<file path="src/rtl/random_perm_stream_if.sv">
// Element stream carrying one permutation entry per beat with valid/ready flow control.
interface random_perm_stream_if #(
   parameter int LOG_N = 4
);
   logic             out_valid;
   logic             out_ready;
   logic [LOG_N-1:0] out_data;
   logic             out_last;

   modport master (output out_valid, output out_data, output out_last, input out_ready);
   modport slave  (input out_valid, input out_data, input out_last, output out_ready);
endinterface

</file>
<file path="src/rtl/random_perm_stream.sv">
// Fisher-Yates permutation generator: shuffles an N-entry table with a Galois LFSR,
// then streams the entries out over a valid/ready interface.
module random_perm_stream #(
   parameter int                LOG_N  = 4,
   parameter int                LFSR_W = 16,
   parameter logic [LFSR_W-1:0] TAPS   = 16'hB400,
   parameter logic [LFSR_W-1:0] SEED   = 16'hACE1
) (
   input  logic                 clk,
   input  logic                 rst,
   input  logic                 start,
   input  logic                 shuffle_en,
   input  logic                 seed_load,
   input  logic [LFSR_W-1:0]    seed,
   output logic                 busy,
   output logic                 done,
   random_perm_stream_if.master out
);
   localparam int N = 1 << LOG_N;
   localparam int PW = 2 * LOG_N + 1;

   typedef enum logic [1:0] {
      S_IDLE    = 2'd0,
      S_INIT    = 2'd1,
      S_SHUFFLE = 2'd2,
      S_OUT     = 2'd3
   } state_t;

   state_t                    state_r, state_s;
   logic [LFSR_W-1:0]         lfsr_r;
   logic [N-1:0][LOG_N-1:0]   table_r, table_s;
   logic [LOG_N-1:0]          idx_r, idx_inc_s, j_s, data_r;
   logic [PW-1:0]             prod_s;
   logic                      shuffle_r, valid_r, last_r, done_r, busy_r;
   logic                      accept_s, load_s, xfer_s;

   function automatic logic [N-1:0][LOG_N-1:0] ident_f();
      logic [N-1:0][LOG_N-1:0] t;
      for (int k = 0; k < N; k++) t[k] = LOG_N'(k);
      return t;
   endfunction

   assign prod_s    = PW'(lfsr_r[LOG_N-1:0]) * (PW'(idx_r) + PW'(1));
   assign j_s       = LOG_N'(prod_s >> LOG_N);
   assign idx_inc_s = idx_r + LOG_N'(1);
   assign xfer_s    = valid_r && out.out_ready;

   // Next-state decode and acceptance strobes
   always_comb begin
      state_s  = state_r;
      accept_s = 1'b0;
      load_s   = 1'b0;
      case (state_r)
         S_IDLE: begin
            load_s = seed_load;
            if (start) begin
               accept_s = 1'b1;
               state_s  = S_INIT;
            end else begin
               state_s = S_IDLE;
            end
         end
         S_INIT: begin
            if (shuffle_r) state_s = S_SHUFFLE;
            else           state_s = S_OUT;
         end
         S_SHUFFLE: begin
            if (idx_r == LOG_N'(1)) state_s = S_OUT;
            else                    state_s = S_SHUFFLE;
         end
         S_OUT: begin
            if (xfer_s && last_r) state_s = S_IDLE;
            else                  state_s = S_OUT;
         end
         default: state_s = S_IDLE;
      endcase
   end

   // Table update: identity on INIT, swap entries i and j on each shuffle step
   always_comb begin
      table_s = table_r;
      if (state_r == S_INIT) begin
         table_s = ident_f();
      end else if (state_r == S_SHUFFLE) begin
         table_s[idx_r] = table_r[j_s];
         table_s[j_s]   = table_r[idx_r];
      end else begin
         table_s = table_r;
      end
   end

   // State register
   always_ff @(posedge clk or negedge rst) begin
      if (!rst) state_r <= S_IDLE;
      else      state_r <= state_s;
   end

   // Datapath: LFSR, table, index and registered output stage
   always_ff @(posedge clk or negedge rst) begin
      if (!rst) begin
         lfsr_r    <= SEED;
         table_r   <= ident_f();
         idx_r     <= '0;
         shuffle_r <= 1'b0;
         valid_r   <= 1'b0;
         data_r    <= '0;
         last_r    <= 1'b0;
         done_r    <= 1'b0;
         busy_r    <= 1'b0;
      end else begin
         table_r <= table_s;
         done_r  <= 1'b0;
         busy_r  <= (state_s != S_IDLE);
         case (state_r)
            S_IDLE: begin
               if (load_s) lfsr_r <= (seed == '0) ? SEED : seed;
               if (accept_s) shuffle_r <= shuffle_en;
            end
            S_INIT: begin
               // Shuffle walks i down from N-1; identity output starts straight at k = 0
               if (shuffle_r) idx_r <= LOG_N'(N - 1);
               else           idx_r <= '0;
            end
            S_SHUFFLE: begin
               lfsr_r <= (lfsr_r >> 1) ^ (lfsr_r[0] ? TAPS : '0);
               idx_r  <= idx_r - LOG_N'(1);
            end
            S_OUT: begin
               if (!valid_r) begin
                  valid_r <= 1'b1;
                  data_r  <= table_r[idx_r];
                  last_r  <= (idx_r == LOG_N'(N - 1));
               end else if (out.out_ready) begin
                  if (last_r) begin
                     valid_r <= 1'b0;
                     data_r  <= '0;
                     last_r  <= 1'b0;
                     done_r  <= 1'b1;
                     idx_r   <= '0;
                  end else begin
                     idx_r  <= idx_inc_s;
                     data_r <= table_r[idx_inc_s];
                     last_r <= (idx_inc_s == LOG_N'(N - 1));
                  end
               end
            end
            default: ;
         endcase
      end
   end

   assign busy          = busy_r;
   assign done          = done_r;
   assign out.out_valid = valid_r;
   assign out.out_data  = data_r;
   assign out.out_last  = last_r;
endmodule

</file>
<file path="src/flat_wrapper.sv">
// flat-port wrapper written by rule: the top's interface ports become plain ports
module random_perm_stream_flat 
#(
   parameter int                LOG_N  = 4,
   parameter int                LFSR_W = 16,
   parameter logic [LFSR_W-1:0] TAPS   = 16'hB400,
   parameter logic [LFSR_W-1:0] SEED   = 16'hACE1
)
  (clk, rst, start, shuffle_en, seed_load, seed, busy, done, out_out_valid, out_out_data, out_out_last, out_out_ready);
  random_perm_stream_if #(.LOG_N(LOG_N)) out_i ();
  input  logic clk;
  input  logic rst;
  input  logic start;
  input  logic shuffle_en;
  input  logic seed_load;
  input  logic [LFSR_W-1:0] seed;
  output logic busy;
  output logic done;
  output wire logic [$bits(out_i.out_valid)-1:0] out_out_valid;
  output wire logic [$bits(out_i.out_data)-1:0] out_out_data;
  output wire logic [$bits(out_i.out_last)-1:0] out_out_last;
  input wire logic [$bits(out_i.out_ready)-1:0] out_out_ready;
  assign out_out_valid = out_i.out_valid;
  assign out_out_data = out_i.out_data;
  assign out_out_last = out_i.out_last;
  assign out_i.out_ready = out_out_ready;
  random_perm_stream #(.LOG_N(LOG_N), .LFSR_W(LFSR_W), .TAPS(TAPS), .SEED(SEED)) u_core (.clk(clk), .rst(rst), .start(start), .shuffle_en(shuffle_en), .seed_load(seed_load), .seed(seed), .busy(busy), .done(done), .out(out_i));
endmodule
</file>
<file path="config.mk">
export PLATFORM = sky130hd
export DESIGN_NAME = random_perm_stream_flat
export DESIGN_NICKNAME = d
export VERILOG_FILES = /design/src/rtl/random_perm_stream_if.sv /design/src/rtl/random_perm_stream.sv /design/src/flat_wrapper.sv
export SDC_FILE = /design/constraint.sdc
export NUM_CORES = 1
export LEC_CHECK = 0
export CAP_MARGIN = 20
export CORE_AREA = 2 2 113 115
export DETAILED_ROUTE_END_ITERATION = 8
export DIE_AREA = 0 0 115 117
export HOLD_SLACK_MARGIN = 0.1
export PLACE_DENSITY = 0.81
export SYNTH_ARGS = -nofsm -noshare
export SYNTH_HDL_FRONTEND = slang
export SYNTH_SLANG_ARGS = --single-unit
</file>
<file path="constraint.sdc">
create_clock -name clk -period 13.5 [get_ports clk]
set_input_delay 4.05 -clock clk [delete_from_list [all_inputs] [get_ports clk]]
set_output_delay 4.05 -clock clk [all_outputs]
set_load 0.01 [all_outputs]
</file>
Word-level counts from Yosys, hierarchy flattened
Cells that the tools add are included.
{"block": "op_classes", "n_lt_le_gt_ge": 5, "reduce_logical": 14, "mux": 44, "eq_ne": 10, "bitwise_logic": 1, "n_mul": 1, "n_addsub": 3}
{"operator": "64-bit bitwise mux", "n": 2}
{"operator": "64-bit two-way mux", "n": 2}
{"operator": "4-bit binary-select mux with 4-bit select", "n": 3}
{"operator": "16-bit two-way mux", "n": 3}
{"operator": "4-bit two-way mux", "n": 12}
{"operator": "4-bit demux with 4-bit select", "n": 2}
{"operator": "16-bit one-hot mux with 2 select lines", "n": 1}
{"operator": "16-bit logical NOT", "n": 1}
{"operator": "1-bit two-way mux", "n": 16}
{"operator": "15-bit by 16-bit XOR with 16-bit output", "n": 1}
{"operator": "4-bit by 5-bit < comparator with 1-bit output (second input constant)", "n": 3}
{"operator": "4-bit one-hot mux with 3 select lines", "n": 1}
{"operator": "4-bit by 9-bit multiplier with 8-bit output", "n": 1}
{"operator": "4-bit equality test (second input constant)", "n": 2}
{"operator": "4-bit by 1-bit >= comparator with 1-bit output (second input constant)", "n": 2}
{"operator": "2-bit one-hot mux with 4 select lines", "n": 1}
{"operator": "2-bit AND reduction", "n": 3}
{"operator": "2-bit nonzero test", "n": 3}
{"operator": "4-bit by 1-bit adder with 5-bit output (second input constant)", "n": 1}
{"operator": "4-bit by 1-bit adder with 4-bit output (second input constant)", "n": 1}
{"operator": "2-bit equality test (second input constant)", "n": 2}
{"operator": "4-bit by 1-bit equality test with 1-bit output (second input constant)", "n": 1}
{"operator": "1-bit logical AND", "n": 4}
{"operator": "2-bit by 1-bit inequality test with 1-bit output (second input constant)", "n": 2}
{"operator": "other kinds (7)", "n": 8}
{"block": "word_totals", "reg_bits": 95, "input_bits": 22}

Depth between registers and ports, before layout
Gate-level depths: netlist of run 1.
{"block": "depth", "depth_word": 9, "ltp_mapped": 22}

Worst setup path after synthesis of run 1
OpenSTA, ideal clock, no wires.
{"block": "synth_path", "path_kind": "register to register", "from": "reg u_core.idx_r[0]", "to": "reg u_core.table_r[1] (netlist bit)", "path_buffers": 7, "period_less_slack_ns": 5.662, "t_required_ns": 13.375, "stages_incl_launch_ff": 22, "path_slack_ns": 7.838, "setup_ns": 0.125, "arrival_time_ns": 5.537, "cell_sequence": "dfrtp_1 buf_4 buf_6 clkbuf_1 inv_1 ha_1 buf_1 nand2_1 fa_1 fa_1 inv_1 ha_1 buf_2 a21o_1 a2bb2oi_1 buf_2 a21boi_0 or3_1 a311o_1 o311ai_4 buf_6 o21ai_2"}
{"block": "synth_between", "elab_chain_len": 9, "word_cells_on_any_way": 20}
{"element": "start: declaration", "line": "random_perm_stream.sv:32", "rtl": "logic [LOG_N-1:0] idx_r, idx_inc_s, j_s, data_r;"}
{"element": "start signal: assignment", "line": "random_perm_stream.sv:121", "rtl": "if (shuffle_r) idx_r <= LOG_N'(N - 1);"}
{"element": "start signal: assignment", "line": "random_perm_stream.sv:126", "rtl": "idx_r <= idx_r - LOG_N'(1);"}
{"element": "start signal: assignment", "line": "random_perm_stream.sv:141", "rtl": "idx_r <= idx_inc_s;"}
{"element": "4-bit by 1-bit adder with 5-bit output", "line": "random_perm_stream.sv:43", "rtl": "assign prod_s = PW'(lfsr_r[LOG_N-1:0]) * (PW'(idx_r) + PW'(1));"}
{"element": "4-bit by 9-bit multiplier with 8-bit output", "line": "random_perm_stream.sv:43"}
{"element": "4-bit by 5-bit < comparator with 1-bit output (not written as such) or 4-bit by 1-bit >= comparator with 1-bit output (tied branches)", "line": "random_perm_stream.sv:86", "rtl": "table_s[j_s] = table_r[idx_r];"}
{"element": "1-bit logical AND (not written as such)", "line": "random_perm_stream.sv:86"}
{"element": "4-bit two-way mux (not written as such)", "line": "random_perm_stream.sv:86"}
{"element": "4-bit demux with 4-bit select"}
{"element": "64-bit bitwise mux *", "line": "random_perm_stream.sv:86"}
{"element": "64-bit two-way mux *", "line": "random_perm_stream.sv:84", "rtl": "end else if (state_r == S_SHUFFLE) begin"}
{"element": "64-bit two-way mux *", "line": "random_perm_stream.sv:82", "rtl": "if (state_r == S_INIT) begin"}
{"element": "end signal: assignment", "line": "random_perm_stream.sv:102", "rtl": "table_r <= ident_f();"}
{"element": "end signal: assignment", "line": "random_perm_stream.sv:111", "rtl": "table_r <= table_s;"}
{"element": "end: declaration", "line": "random_perm_stream.sv:31", "rtl": "logic [N-1:0][LOG_N-1:0] table_r, table_s;"}
Mark *: on every way between the ends. The rest lies on a longest branch, timed or not. The select of a mux whose other input is x is not followed.
A chain may end at the register's enable or synchronous reset.

Worst setup path in the final report of run 1
{"block": "layout_path", "from": "reg u_core.idx_r[0]", "to": "reg u_core.table_r[56] (netlist bit)"}
Same word-level chain as after synthesis.

==> results of run 1 <==
state kept, by name, summed over array words and instances, names as in the netlist:
register / flops
u_core.table_r: 64
u_core.lfsr_r: 16
u_core.idx_r: 4
u_core.out.out_data: 4
u_core.state_r: 2
u_core.busy: 1
u_core.done: 1
u_core.out.out_last: 1
u_core.out.out_valid: 1
u_core.shuffle_r: 1
synth_stat cells, types with 15 or more instances:
cell	number
o21ai_0	64
o22ai_1	28
mux2i_1	27
a211oi_1	15
inv_1	23
a22oi_1	16
a21oi_1	52
ha_1	18
dfrtp_1	55
dfstp_2	40
nor2_1	49
a32oi_1	16
o221ai_1	16
nor3_1	15
clkbuf_1	31
nand2_1	101
nand3_1	20
mux4_2	40
cell families after synthesis:
logic type	after synthesis	share of synthesized area (%)
xor+xnor	13	1.92
fa+ha+maj	23	4.16
mux	78	16.6
simple gates	254	15.7
buf+inv	85	4.81
compound gates	293	25.8
flops	95	31.0
tightest hold or removal path, stage by stage, from the launching register on:
cell and delay (ns):
dfstp_2 0.37, nand2_1 0.05, o21ai_0 0.07
stage by stage:
step / util (%) / cells
after detailed placement: 66.0 / 974
after floorplan: - / 841
final: 68.6 / 991
after global routing: 68.6 / 991
after CTS: 68.5 / 990
after global placement: 65.8 / 972
per-layer routing:
| metal | up-vias | GRT usage (%) |
|---|---|---|
| met3 | 130 | 12.5 |
| li1 | 3219 | - |
| met5 | - | 0 |
| met4 | 0 | 17.9 |
| met1 | 3654 | 56.0 |
| met2 | 640 | 60.4 |
worst min path at each step:
stage	to	slack, ns	cells after the start
floorplan	u_core.lfsr_r[4]	0.45	2
global placement	u_core.lfsr_r[9]	0.47	2
detailed placement	u_core.lfsr_r[5]	0.48	2
CTS	u_core.lfsr_r[5]	0.49	2
global route	u_core.lfsr_r[5]	0.52	2
finish	u_core.lfsr_r[5]	0.49	2
layout make-up:
| class | instances | area [um^2] | share of cell area (%) |
|---|---|---|---|
| clock buffers | 9 | 225 | 2.67 |
| clock inverters | 7 | 80.1 | 0.949 |
| inverters | 28 | 105 | 1.24 |
| multi-input cells | 661 | 5020 | 59.5 |
| flip-flops and latches | 95 | 2430 | 28.8 |
| well taps | 150 | 188 | 2.22 |
| repair buffers | 41 | 393 | 4.65 |
==> results.ini, run 1 <==
[status]
status = complete, no violations

[die]
start_util_pct = 63.5
die-width_um = 115
num_rows = 41
ios = 30
core-area_um2 = 12300
die_height_um = 117
die-area_um2 = 13500

[logic_synthesis]
ys_ff_latch = 95
ys_seq_area_share_pct = 31.0
ys_warn_count = 0
async_reset_ff_share_pct = 100
synth_ff_type = dfrtp_1
syn-mean-instance-area_um2 = 9.30
synthCells = 841
synth-edff-count = 0
yosysTopAreaCell = dfrtp_1
yosysUniqueCellTypes = 86
synth_top_area_share_pct = 17.6
synth_area_leaders = dfrtp_1, dfstp_2, mux4_2
syn_nets = 886
netlist_area_um2 = 7820

[sta]
fin_crit_ns = 6.78
fmax_mhz = 147
hold_ws_ns = 0.487
fin_ws_ns = 6.72
rsz0062_at_grt = no
setup_viol = 0
slew_viol_final = 0
tightestPinTransition_ns = 1.03
finalCritPeriodShare_pct = 50.3
slew_headroom_pct = 31.4
skew_ns = 0.00905
setup_tns_ns = 0
hold_violations = 0

[clock_tree]
ctsHoldBuffers = 0
root_buffer = clkbuf_16
clock_latency_ns = 0.37
cts_tree = yes
cts.repair.resized = 0
path_clk_slew_ns = 0.07
cts_buffer_depth = 2
cts_htree_levels = 3
postCtsSetupRepairBufs = 0
numCtsBuffers = 9
cts_sinks = 95

[min_path]
worst_hold_path_type = flop to flop
min_from = u_core.lfsr_r[5]

[critical_path]
worstPathArrival_ns = 7.02
worstRegToRegCells = 16
reg2reg_to = u_core.table_r[56]
cp_max_fo = 41
crit_family = adder cells
endpoint = u_core.table_r[56]
r2r_slack_ns = 6.72
cp_num_cells = 16
end_kind = flop
cpPeakStageDelay_ns = 0.69
startpoint_type = flop
critical-path-slowest-cell = nor2_1
critPathLaunch = u_core.idx_r[0]
path_class = flop to flop
critPathBufInv = 2
crit_required_ns = 13.74
worstPathCellList = buf_4, ha_1, xor2_1, nand2_1, fa_1, fa_1, inv_1, ha_1, and3_1, a21o_2, nor2_1, a211oi_1, a211oi_1, a211o_1, nand4_2, o311ai_0
timing.rr.start = u_core.idx_r[0]

[global_routing]
grt_max_degree = 55
gr-total-overflow = 0
grt_usage_pct = 40.8
antenna_found_initial = 0
grt_pass1_wl_um = 41000
grt_pass1_vias = 7072

[cells_and_area]
fillCellCount = 969
layout_common_cells = nand2_1, o21ai_0, dfrtp_1
area_growth_pct = 7.92
finalInstanceArea_um2 = 8440
final_common_cell = nand2_1
diodes = 0
nNetsFinal = 881
drive_gt1_share_pct = 19.1

[drt]
ant_nets = 0
highest_layer = met4
wl_per_cell_um = 26.9
drtIter0Drc = 1367
wirelength_um = 26700
drt_pass1_iterations = 6
wl_met2_um = 11700
route.detailed.drc = 0
wl_met3_um = 3910
wirelength_met1_um = 9780
viasPerCell = 7.71
vias = 7643

[run]
max_cap_viol_count = 0

[place]
pre_cts_ws_ns = 6.66
port-buffer-count = 29
placed_cell_area_um2 = 8130
hpwl_um = 19200
gp_congestion = 1.04

Power of run 1 is left out: the tool's default activity adds up to more than one toggle a clock period on the data nets, which glitch-free logic cannot reach.
==> run 2, diff against run 1 <==
--- a/config.mk
+++ b/config.mk
@@ -6,11 +6,11 @@
 export NUM_CORES = 1
 export LEC_CHECK = 0
 export CAP_MARGIN = 20
-export CORE_AREA = 2 2 113 115
+export CORE_AREA = 2 2 115 117
 export DETAILED_ROUTE_END_ITERATION = 8
-export DIE_AREA = 0 0 115 117
+export DIE_AREA = 0 0 117 119
 export HOLD_SLACK_MARGIN = 0.1
-export PLACE_DENSITY = 0.81
+export PLACE_DENSITY = 0.79
 export SYNTH_ARGS = -nofsm -noshare
 export SYNTH_HDL_FRONTEND = slang
 export SYNTH_SLANG_ARGS = --single-unit
==> constraint.sdc (replaced) <==
create_clock -name clk -period 6.4 [get_ports clk]
set_input_delay 1.92 -clock clk [delete_from_list [all_inputs] [get_ports clk]]
set_output_delay 1.92 -clock clk [all_outputs]
set_load 0.01 [all_outputs]
==> results.ini, run 2 (synthesis gave the netlist of run 1 again) <==
[sta]
fmax_mhz = 172  ; +17%
slew_headroom_pct = 31.3  ; -0.046 points
fin_crit_ns = 5.82  ; -0.969 ns
hold_violations = 0  ; unchanged
setup_tns_ns = 0  ; unchanged
finalCritPeriodShare_pct = 90.9  ; +41 points
setup_viol = 0  ; unchanged
tightestPinTransition_ns = 1.03  ; +0.000689 ns
slew_viol_final = 0  ; unchanged
rsz0062_at_grt = no
skew_ns = 0.0110  ; +0.00193 ns

[die]
die-area_um2 = 13900  ; +3.5%
die_height_um = 119  ; +1.7%
core-area_um2 = 12900  ; +4.6%
ios = 30  ; unchanged
die-width_um = 117  ; +1.7%
start_util_pct = 60.8  ; -2.8 points
num_rows = 42  ; +2.4%

[global_routing]
grt_usage_pct = 41.3  ; +0.46 points
grt_pass1_vias = 7394  ; +4.6%
grt_pass1_wl_um = 42800  ; +4.4%
grt_max_degree = 56  ; +1.8%
met2_usage_pct = 60.0  ; -0.35 points
busiest_layer = met2
gr-usage-met1_pct = 56.8  ; +0.76 points
gr-total-overflow = 0  ; unchanged
antenna_found_initial = 2  ; +2
use_met3_pct = 11.3  ; -1.2 points

[cells_and_area]
reg_top3 = u_core.table_r: 64 flops, u_core.lfsr_r: 16 flops
final_common_cell = nand2_1
multiInputGateArea_um2 = 5020  ; unchanged
diodes = 0  ; unchanged
drive_gt1_share_pct = 19.9  ; +0.74 points
fillCellCount = 1025  ; +5.8%
register_area_um2 = 2430  ; unchanged
nNetsFinal = 890  ; +1.0%
area_growth_pct = 9.37
post-route-util_pct = 66.5  ; -2.1 points
top_register = u_core.table_r
layout_common_cells = nand2_1, o21ai_0, dfrtp_1
largest_register_ffs = 64  ; unchanged

[drt]
route.detailed.drc = 0  ; unchanged
viasPerCell = 7.49  ; -2.9%
wirelength_um = 27500  ; +3.1%
drt_pass1_iterations = 5  ; -1
vias = 7684  ; +0.54%
ant_nets = 0  ; unchanged
drtIter0Drc = 1114  ; -19%
wl_per_cell_um = 26.8  ; -0.38%

[min_path]
worstHoldEndpoint = u_core.lfsr_r[5]
worst_hold_path_type = flop to flop
min_path_cells = 2  ; unchanged
min_from = u_core.lfsr_r[5]

[place]
port-buffer-count = 29  ; unchanged
gp_congestion = 1.07  ; +2.8%
hpwl_um = 20000  ; +4.3%

[critical_path]
end_kind = flop
crit_required_ns = 6.65  ; -7.09 ns
r2r_slack_ns = 0.58  ; -6.13 ns
cpPeakStageDelay_ns = 0.89  ; +0.20 ns
worstPathArrival_ns = 6.06  ; -0.96 ns
critical-path-slowest-cell = o311ai_4
timing.rr.start = u_core.idx_r[2]
reg2reg_to = u_core.table_r[1]
path_class = flop to flop
startpoint_type = flop
worstRegToRegCells = 14  ; -2
cp_max_fo = 23  ; -44%
worstPathCellList = nand3_1, xnor2_1, buf_4, nand2_1, fa_1, fa_1, inv_1, ha_1, nand4_1, o221ai_1, nand2_2, o311ai_4, buf_4, o21ai_2
critPathLaunch = u_core.idx_r[2]

[clock_tree]
cts_htree_levels = 3  ; unchanged
ctsHoldBuffers = 0  ; unchanged
clock_latency_ns = 0.36  ; about the same
cts_buffer_depth = 2  ; unchanged
path_clk_slew_ns = 0.07  ; about the same
cts_tree = yes
root_buffer = clkbuf_16
numCtsBuffers = 9  ; unchanged
cts.repair.resized = 0  ; unchanged
postCtsSetupRepairBufs = 0  ; unchanged
cts_sinks = 95  ; unchanged

[run]
max_cap_viol_count = 0  ; unchanged

[status]
status = complete, no violations

run 2: critical path, delay by kind of cell (launching register included):
family / cells / cell delay (ns)
fa+ha+maj: 3 / 1.73
compound gates: 3 / 1.54
simple gates: 4 / 0.90
flops: 1 / 0.78
buf+inv: 3 / 0.57
xor+xnor: 1 / 0.17
run 2: worst max path at each step:
| stage | cells past startpoint | slack [ns] | to |
|---|---|---|---|
| floorplan | 21 | 0.74 | u_core.table_r[21] |
| global placement | 15 | 0.91 | u_core.table_r[31] |
| detailed placement | 15 | 0.70 | u_core.table_r[31] |
| CTS | 15 | 0.68 | u_core.table_r[31] |
| global route | 15 | 0.19 | u_core.table_r[31] |
| finish | 14 | 0.58 | u_core.table_r[1] |
run 2: routing by layer:
layer	part of all wire (%)	vias up	routed length [um]
li1	-	3243	-
met2	44	576	12200
met5	0.11	-	30
met1	38	3746	10400
met3	13	115	3510
met4	5.1	4	1390
run 2: final cells by class:
| class | instances | share of cell area, % |
|---|---|---|
| Clock inverter | 6 | 1.14 |
| Tap cell | 176 | 2.57 |
| Multi-Input combinational cell | 661 | 58.7 |
| Clock buffer | 10 | 2.68 |
| Inverter | 28 | 1.23 |
| Timing Repair Buffer | 50 | 5.29 |
| Sequential cell | 95 | 28.4 |
run 2: stage by stage:
step / hold WS, ns / setup slack, ns / area [um^2] / cells
5_1_grt: 0.509 / 0.193 / 8560 / 1026
4_1_cts: 0.490 / 0.682 / 8560 / 1026
2_1_floorplan: 0.450 / 0.738 / 7820 / 841
3_5_place_dp: 0.476 / 0.699 / 8230 / 1010
3_3_place_gp: 0.465 / 0.906 / 8210 / 1009
6_report: 0.486 / 0.584 / 8560 / 1026
Power of run 2 is left out for the same reason.
==> run 3, diff against run 2 <==
--- a/config.mk
+++ b/config.mk
@@ -11,6 +11,7 @@
 export DIE_AREA = 0 0 117 119
 export HOLD_SLACK_MARGIN = 0.1
 export PLACE_DENSITY = 0.79
+export SLEW_MARGIN = 15
 export SYNTH_ARGS = -nofsm -noshare
 export SYNTH_HDL_FRONTEND = slang
 export SYNTH_SLANG_ARGS = --single-unit
==> results of run 3 <==
Same layout as run 2: the final DEF is identical, and so are final timing and power.
Power of run 3 is left out for the same reason.
